### config.mk
export PLATFORM = sky130hd
export DESIGN_NAME = if_stage
export DESIGN_NICKNAME = d
export VERILOG_FILES = /design/src/rtl/if_stage.sv
export SDC_FILE = /design/constraint.sdc
export NUM_CORES = 1
export LEC_CHECK = 0
export CAP_MARGIN = 20
export CORE_ASPECT_RATIO = 0.6
export CORE_MARGIN = 5
export CORE_UTILIZATION = 45
export DETAILED_ROUTE_END_ITERATION = 8
export GPL_ROUTABILITY_DRIVEN = 0
export HOLD_SLACK_MARGIN = 0.05
export PLACE_DENSITY = 0.9
export SYNTH_ARGS = -nofsm -noshare
export SYNTH_HDL_FRONTEND = slang
export SYNTH_SLANG_ARGS = --single-unit
### constraint.sdc
create_clock -name clk -period 4.85 [get_ports clk]
set_input_delay 1.455 -clock clk [delete_from_list [all_inputs] [get_ports clk]]
set_output_delay 1.455 -clock clk [all_outputs]
set_load 0.05 [all_outputs]
### src/rtl/if_stage.sv
`default_nettype none
// ============================================================================
//  Module   : if_stage
//  Brief    : MIPS instruction-fetch stage with PC register and IF/ID latch.
//             Optional performance counters enabled by IF_PERF_CNT_EN.
//  Revision : 1.0 - initial release
// ============================================================================
module if_stage #(
    parameter logic [31:0] RESET_PC  = 32'h0000_0000,
    parameter logic [31:0] NOP_INSTR = 32'h0000_0000
) (
    input  logic        clk,
    input  logic        reset,
    input  logic        IFstall,
    input  logic        IDstall,
    input  logic        br_taken,
    input  logic [31:0] br_target,
    input  logic [31:0] imem_instr,
    output logic [31:0] imem_addr,
    output logic [31:0] IF_ID_instr,
    output logic [31:0] IF_ID_pc4,
    output logic        IF_ID_valid,
`ifdef IF_PERF_CNT_EN
    output logic [31:0] perf_fetch,
    output logic [31:0] perf_bubble,
`endif
    output logic        if_state
);

    localparam logic [0:0] c_st_fetch  = 1'b0;
    localparam logic [0:0] c_st_bubble = 1'b1;

    logic [31:0] r_pc;
    logic [31:0] r_instr;
    logic [31:0] r_pc4;
    logic        r_valid;
    logic [0:0]  r_state;
    logic [31:0] w_pc_plus4;
    logic        w_unused_tgt;

    assign w_pc_plus4   = r_pc + 32'd4;
    // Targets are forced word aligned, so the low bits are dropped.
    assign w_unused_tgt = ^br_target[1:0];

    always_ff @(posedge clk or posedge reset) begin
        if (reset) begin
            r_pc    <= {RESET_PC[31:2], 2'b00};
            r_instr <= NOP_INSTR;
            r_pc4   <= 32'd0;
            r_valid <= 1'b0;
            r_state <= c_st_fetch;
        end else if (br_taken) begin
            r_pc    <= {br_target[31:2], 2'b00};
            r_instr <= NOP_INSTR;
            r_pc4   <= 32'd0;
            r_valid <= 1'b0;
            r_state <= c_st_fetch;
        end else if (!IDstall) begin
            if (IFstall) begin
                r_instr <= NOP_INSTR;
                r_pc4   <= 32'd0;
                r_valid <= 1'b0;
                r_state <= c_st_bubble;
            end else begin
                r_pc    <= w_pc_plus4;
                r_instr <= imem_instr;
                r_pc4   <= w_pc_plus4;
                r_valid <= 1'b1;
                r_state <= c_st_fetch;
            end
        end
    end

`ifdef IF_PERF_CNT_EN
    logic [31:0] r_perf_fetch;
    logic [31:0] r_perf_bubble;

    // A redirect counts as a bubble even when a stall is also asserted.
    always_ff @(posedge clk or posedge reset) begin
        if (reset) begin
            r_perf_fetch  <= 32'd0;
            r_perf_bubble <= 32'd0;
        end else if (br_taken) begin
            r_perf_bubble <= r_perf_bubble + 32'd1;
        end else if (!IDstall) begin
            if (IFstall) begin
                r_perf_bubble <= r_perf_bubble + 32'd1;
            end else begin
                r_perf_fetch  <= r_perf_fetch + 32'd1;
            end
        end
    end

    assign perf_fetch  = r_perf_fetch;
    assign perf_bubble = r_perf_bubble;
`endif

    assign imem_addr   = r_pc;
    assign IF_ID_instr = r_instr;
    assign IF_ID_pc4   = r_pc4;
    assign IF_ID_valid = r_valid;
    assign if_state    = r_state;

endmodule
`default_nettype wire

Word-level counts from Yosys, hierarchy flattened
Cells that the tools add are included.
- word-level logic and storage cells: 24
- register bits: 98
- input bits: 69
- add/sub/neg operators: 1
- reduce and logical (&&, ||, !) cells: 1
- multiplexer cells: 15
- equality and inequality tests: 2
- operators by type and width (cell ; count):
    $mux 32 ; 9
    $add 32x3->32 const B ; 1
    $mux 1 ; 6
    $ne 2x1->1 const B ; 2
    $reduce_and 2->1 ; 1

Depth between registers and ports, before layout
- depth in word-level cells: 4
- gate-level depth with buffers: 7
- gate-level depth less buffers: 5

Worst setup path before layout
Ideal clock, no wire load.
- kind: input-to-reg
- start: input port IFstall
- end: register r_pc[31] (netlist: imem_addr[31])
- setup slack: 1.899 ns
- setup time: 0.131 ns
- stages: 4
- arrival: 2.820 ns
- cells stage by stage: or4bb_1 -> nor4_2 -> a21oi_1 -> or3b_1
- word-level cells in the longest chain between the ends: 2
- ends and longest elaborated chain (what ; RTL line ; text):
    start: declaration ; 14 ; input logic IFstall,
    $ne 2x1->1 (no line) ; -- ;
    $reduce_and 2->1 (no line) ; -- ;
    end signal: assignment ; 47 ; r_pc <= {RESET_PC[31:2], 2'b00};
    end signal: assignment ; 53 ; r_pc <= {br_target[31:2], 2'b00};
    end signal: assignment ; 65 ; r_pc <= w_pc_plus4;
    end: declaration ; 33 ; logic [31:0] r_pc;
No other way between the ends.
A chain may end at the register's enable or synchronous reset.

Worst setup path in the final report
- start: register r_pc[17] (netlist: imem_addr[17])
- end: output port imem_addr[17]
- RTL lines (what ; RTL line ; text):
    end: declaration ; 19 ; output logic [31:0] imem_addr,
No word-level cell between the ends.

==> impl_metrics.csv <==
group,metric,value,unit
grt,grt_pass1_vias,4256,
synthesis,synth_cell_types,42,
detailed_routing,wl_met1,6270,µm
synthesis,netlist_area,4580,µm²
clock_tree,cts_hold_buf,0,
timing,slew_headroom,54.4,%
finish,final_cell_area,6590,µm²
clock_tree,numCtsBuffers,9,
clock_tree,root_buffer,"clkbuf_16",
pwr,p_sw,0.681,mW
clock_tree,cts_resized,0,
synthesis,syn_inst,459,
grt,track_usage,22.8,%
floorplan,die_h,88.2,µm
finish,final_cells,743,
synthesis,synth-xor-area-share,5.16,%
synthesis,ys_ff_latch,95,
timing,max_freq,0.302,GHz
worst_setup_path,worstPathArrival,1.86,ns
worst_setup_path,reg2reg_from,"imem_addr[2]",
worst_setup_path,cp-startpoint,"imem_addr[17]",
worst_setup_path,ff2ff_path_depth,5,
worst_setup_path,cpMaxStageDelayCell,"clkdlybuf4s50_1",
floorplan,fp-row-count,28,
pwr,seqPwrFrac,43.9,%
detailed_routing,drt_iter0_markers,508,
timing,setup-tns-final,0,ns
synthesis,synth_edf_count,0,
pwr,power.density,314,nW/µm²
placement,portBuffers,162,
grt,grt_overflow,0,
worst_setup_path,cp_num_buf_inv,1,
synthesis,postSynthAreaPerCell,9.99,µm²
timing,rsz0062_at_grt,"false",
detailed_routing,ant_nets,0,
placement,place_ws,1.33,ns
finish,multi_input_area,2030,µm²
pwr,comb_power_share,22.8,%
synthesis,synth.area.top_cells,"dfrtp_1 (52%), a22o_1 (6.3%), nand2_1 (5.2%)",
clock_tree,h-tree-depth,3,
finish,fin_nets,673,
worst_setup_path,r2r_slack,1.97,ns
detailed_routing,wl,13800,µm
finish,num_antenna_cells,0,
floorplan,num_io_pins,167,
timing,worst_slew_pin_slew,0.678,ns
synthesis,synth_top_family_by_area,"simple AND/OR/NAND/NOR gates",
clock_tree,path_clk_slew,0.07,ns
clock_tree,cts_buffer_depth,2,
run_status,outcome,"finished, final reports clean",
worst_setup_path,slowest_delay,0.90,ns
worst_setup_path,path_cells,"clkdlybuf4s50_1",
placement,place_area,6300,µm²
synthesis,async_reset_ff_share,100,%
pwr,intPower,1.39,mW
clock_tree,post-cts-setup-buffers,0,
detailed_routing,dr.pass1.iters,5,
detailed_routing,avgViaCountPerCell,5.79,
grt,antenna_found_initial,0,
clock_tree,cts_tree,"done",
synthesis,ys.flop_type,"dfrtp_1",
detailed_routing,dr.max_layer_used,"met4",
worst_setup_path,path_class,"flip-flop to output pin",
pwr,p_leak,2.68,nW
grt,grt_max_degree,48,
synthesis,synth_mux_area_share,0.437,%
placement,dp.cells,727,
floorplan,fp.coreArea,9910,µm²
synthesis,yosys.area.top_type_share,51.9,%
timing,period_share,68.2,%
worst_setup_path,r2r-end,"IF_ID_pc4[28]",
worst_setup_path,endpoint,"imem_addr[17]",
synthesis,synth_common_cells,"dfrtp_1 (95), nand2_1 (63), a22o_1 (33), o21ai_0 (33), clkbuf_1 (25)",
worst_setup_path,cp-end-kind,"output pin",
timing,slew_viol_final,0,
flow_run,drv_cap,0,
finish,fillers,734,
floorplan,dieWidth,140,µm
finish,syn_to_final_growth,43.8,%
floorplan,fp.dieArea,12400,µm²
finish,drive_gt1_share,5.92,%
timing,setup_viol,0,
timing,hold_viol,0,
hold_path,min_path_type,"flip-flop to flip-flop",
pwr,peakVddDrop,192,µV
detailed_routing,drc_errors,0,
pwr,switching_share,32.9,%
pwr,clockPowerShare,33.3,%
detailed_routing,routedWlPerCell,18.6,µm
pwr,power,2.07,mW
grt,grt_pass1_wl,22300,µm
synthesis,synth-compound-area-share,16.4,%
timing,finalWorstSetupSlack,1.54,ns
synthesis,yosysMostFrequentCell,"dfrtp_1",
timing,post-route-min-period,3.31,ns
detailed_routing,wl_met2,6080,µm
worst_setup_path,worstSetupStartpointType,"flip-flop",
clock_tree,insertion_delay,0.34,ns
clock_tree,cts_sinks,95,
finish,fin_util,66.5,%
worst_setup_path,crit_family,"buffers and inverters",
synthesis,synth-adder-area-share,0.273,%
synthesis,synth_top_area_cell,"dfrtp_1",
timing,hold_ws,0.488,ns
synthesis,yosysWarnings,0,
floorplan,start_util,46.2,%
detailed_routing,vias,4302,
worst_setup_path,cp_num_cells,1,
worst_setup_path,cp_max_fo,10,
synthesis,seq_area_frac_synth,51.9,%
finish,register_area,2380,µm²
detailed_routing,routed-wl-met3,1330,µm
placement,dp.final_hpwl,10100,µm
timing,finalClockSkew,0.00968,ns
worst_setup_path,required,3.39,ns
synthesis,yosys.area_share.simple,21.7,%
[power by group through the flow]
stage                     sequential [mW]  clock, mW  combinational, mW
final                               0.907      0.689              0.472
after global routing                0.915      0.739              0.501
after CTS                           0.905      0.701              0.475
after detailed placement            0.919          0              0.474
after global placement              0.915          0              0.465
after floorplan                      1.06          0              0.134
[how the worst min path moves through the flow]
stage            startpoint      endpoint  slack, ns  cells past startpoint
6_report        IF_ID_valid   IF_ID_valid       0.49                      2
5_1_grt         IF_ID_valid   IF_ID_valid       0.51                      2
4_1_cts        IF_ID_pc4[6]  IF_ID_pc4[6]       0.49                      2
2_1_floorplan   IF_ID_valid   IF_ID_valid       0.74                      2
3_3_place_gp    IF_ID_valid   IF_ID_valid       0.46                      2
3_5_place_dp    IF_ID_valid   IF_ID_valid       0.47                      2
[cell families after synthesis]
family	Yosys count
flip-flops	95
adder cells (fa/ha/maj)	1
other	1
AO/OA/AOI/OAI	107
multiplexers	2
AND/OR/NAND/NOR	182
buffers and inverters	44
XOR/XNOR	27
[state kept, by name, indices dropped and copies added (netlist names)]
| register | cells |
|---|---|
| IF_ID_instr | 32 |
| IF_ID_valid | 1 |
| if_state | 1 |
| imem_addr | 30 |
| IF_ID_pc4 | 31 |
[per-layer routing]
metal	global-route usage (%)	up-vias
met5	0	-
met4	5.28	0
met3	7.15	13
met2	34.3	222
met1	32.6	2091
li1	-	1976
[final cells by class]
cell class / instances / share of cell area (%)
Sequential cell: 95 / 36.1
Multi-Input combinational cell: 321 / 30.9
Timing Repair Buffer: 173 / 25.9
Clock buffer: 10 / 3.63
Tap cell: 135 / 2.56
Clock inverter: 6 / 0.816
Inverter: 3 / 0.209
[cell usage in the layout, fill, tap and decap left out, types with 7 or more instances in the layout]
master,netlist,routed
a31oi_1,8,8
o211ai_1,12,12
nor4_1,7,7
nand3_1,22,22
buf_4,3,11
xnor2_1,16,16
clkdlybuf4s50_1,0,162
xor2_1,11,11
dfrtp_1,95,95
nand2_1,63,63
a22o_1,33,33
nor2_1,17,17
o21ai_0,33,33
or4_1,23,23
nand4_1,14,14
clkbuf_16,0,9
No activity file was read; power rests on OpenSTA's default activity.
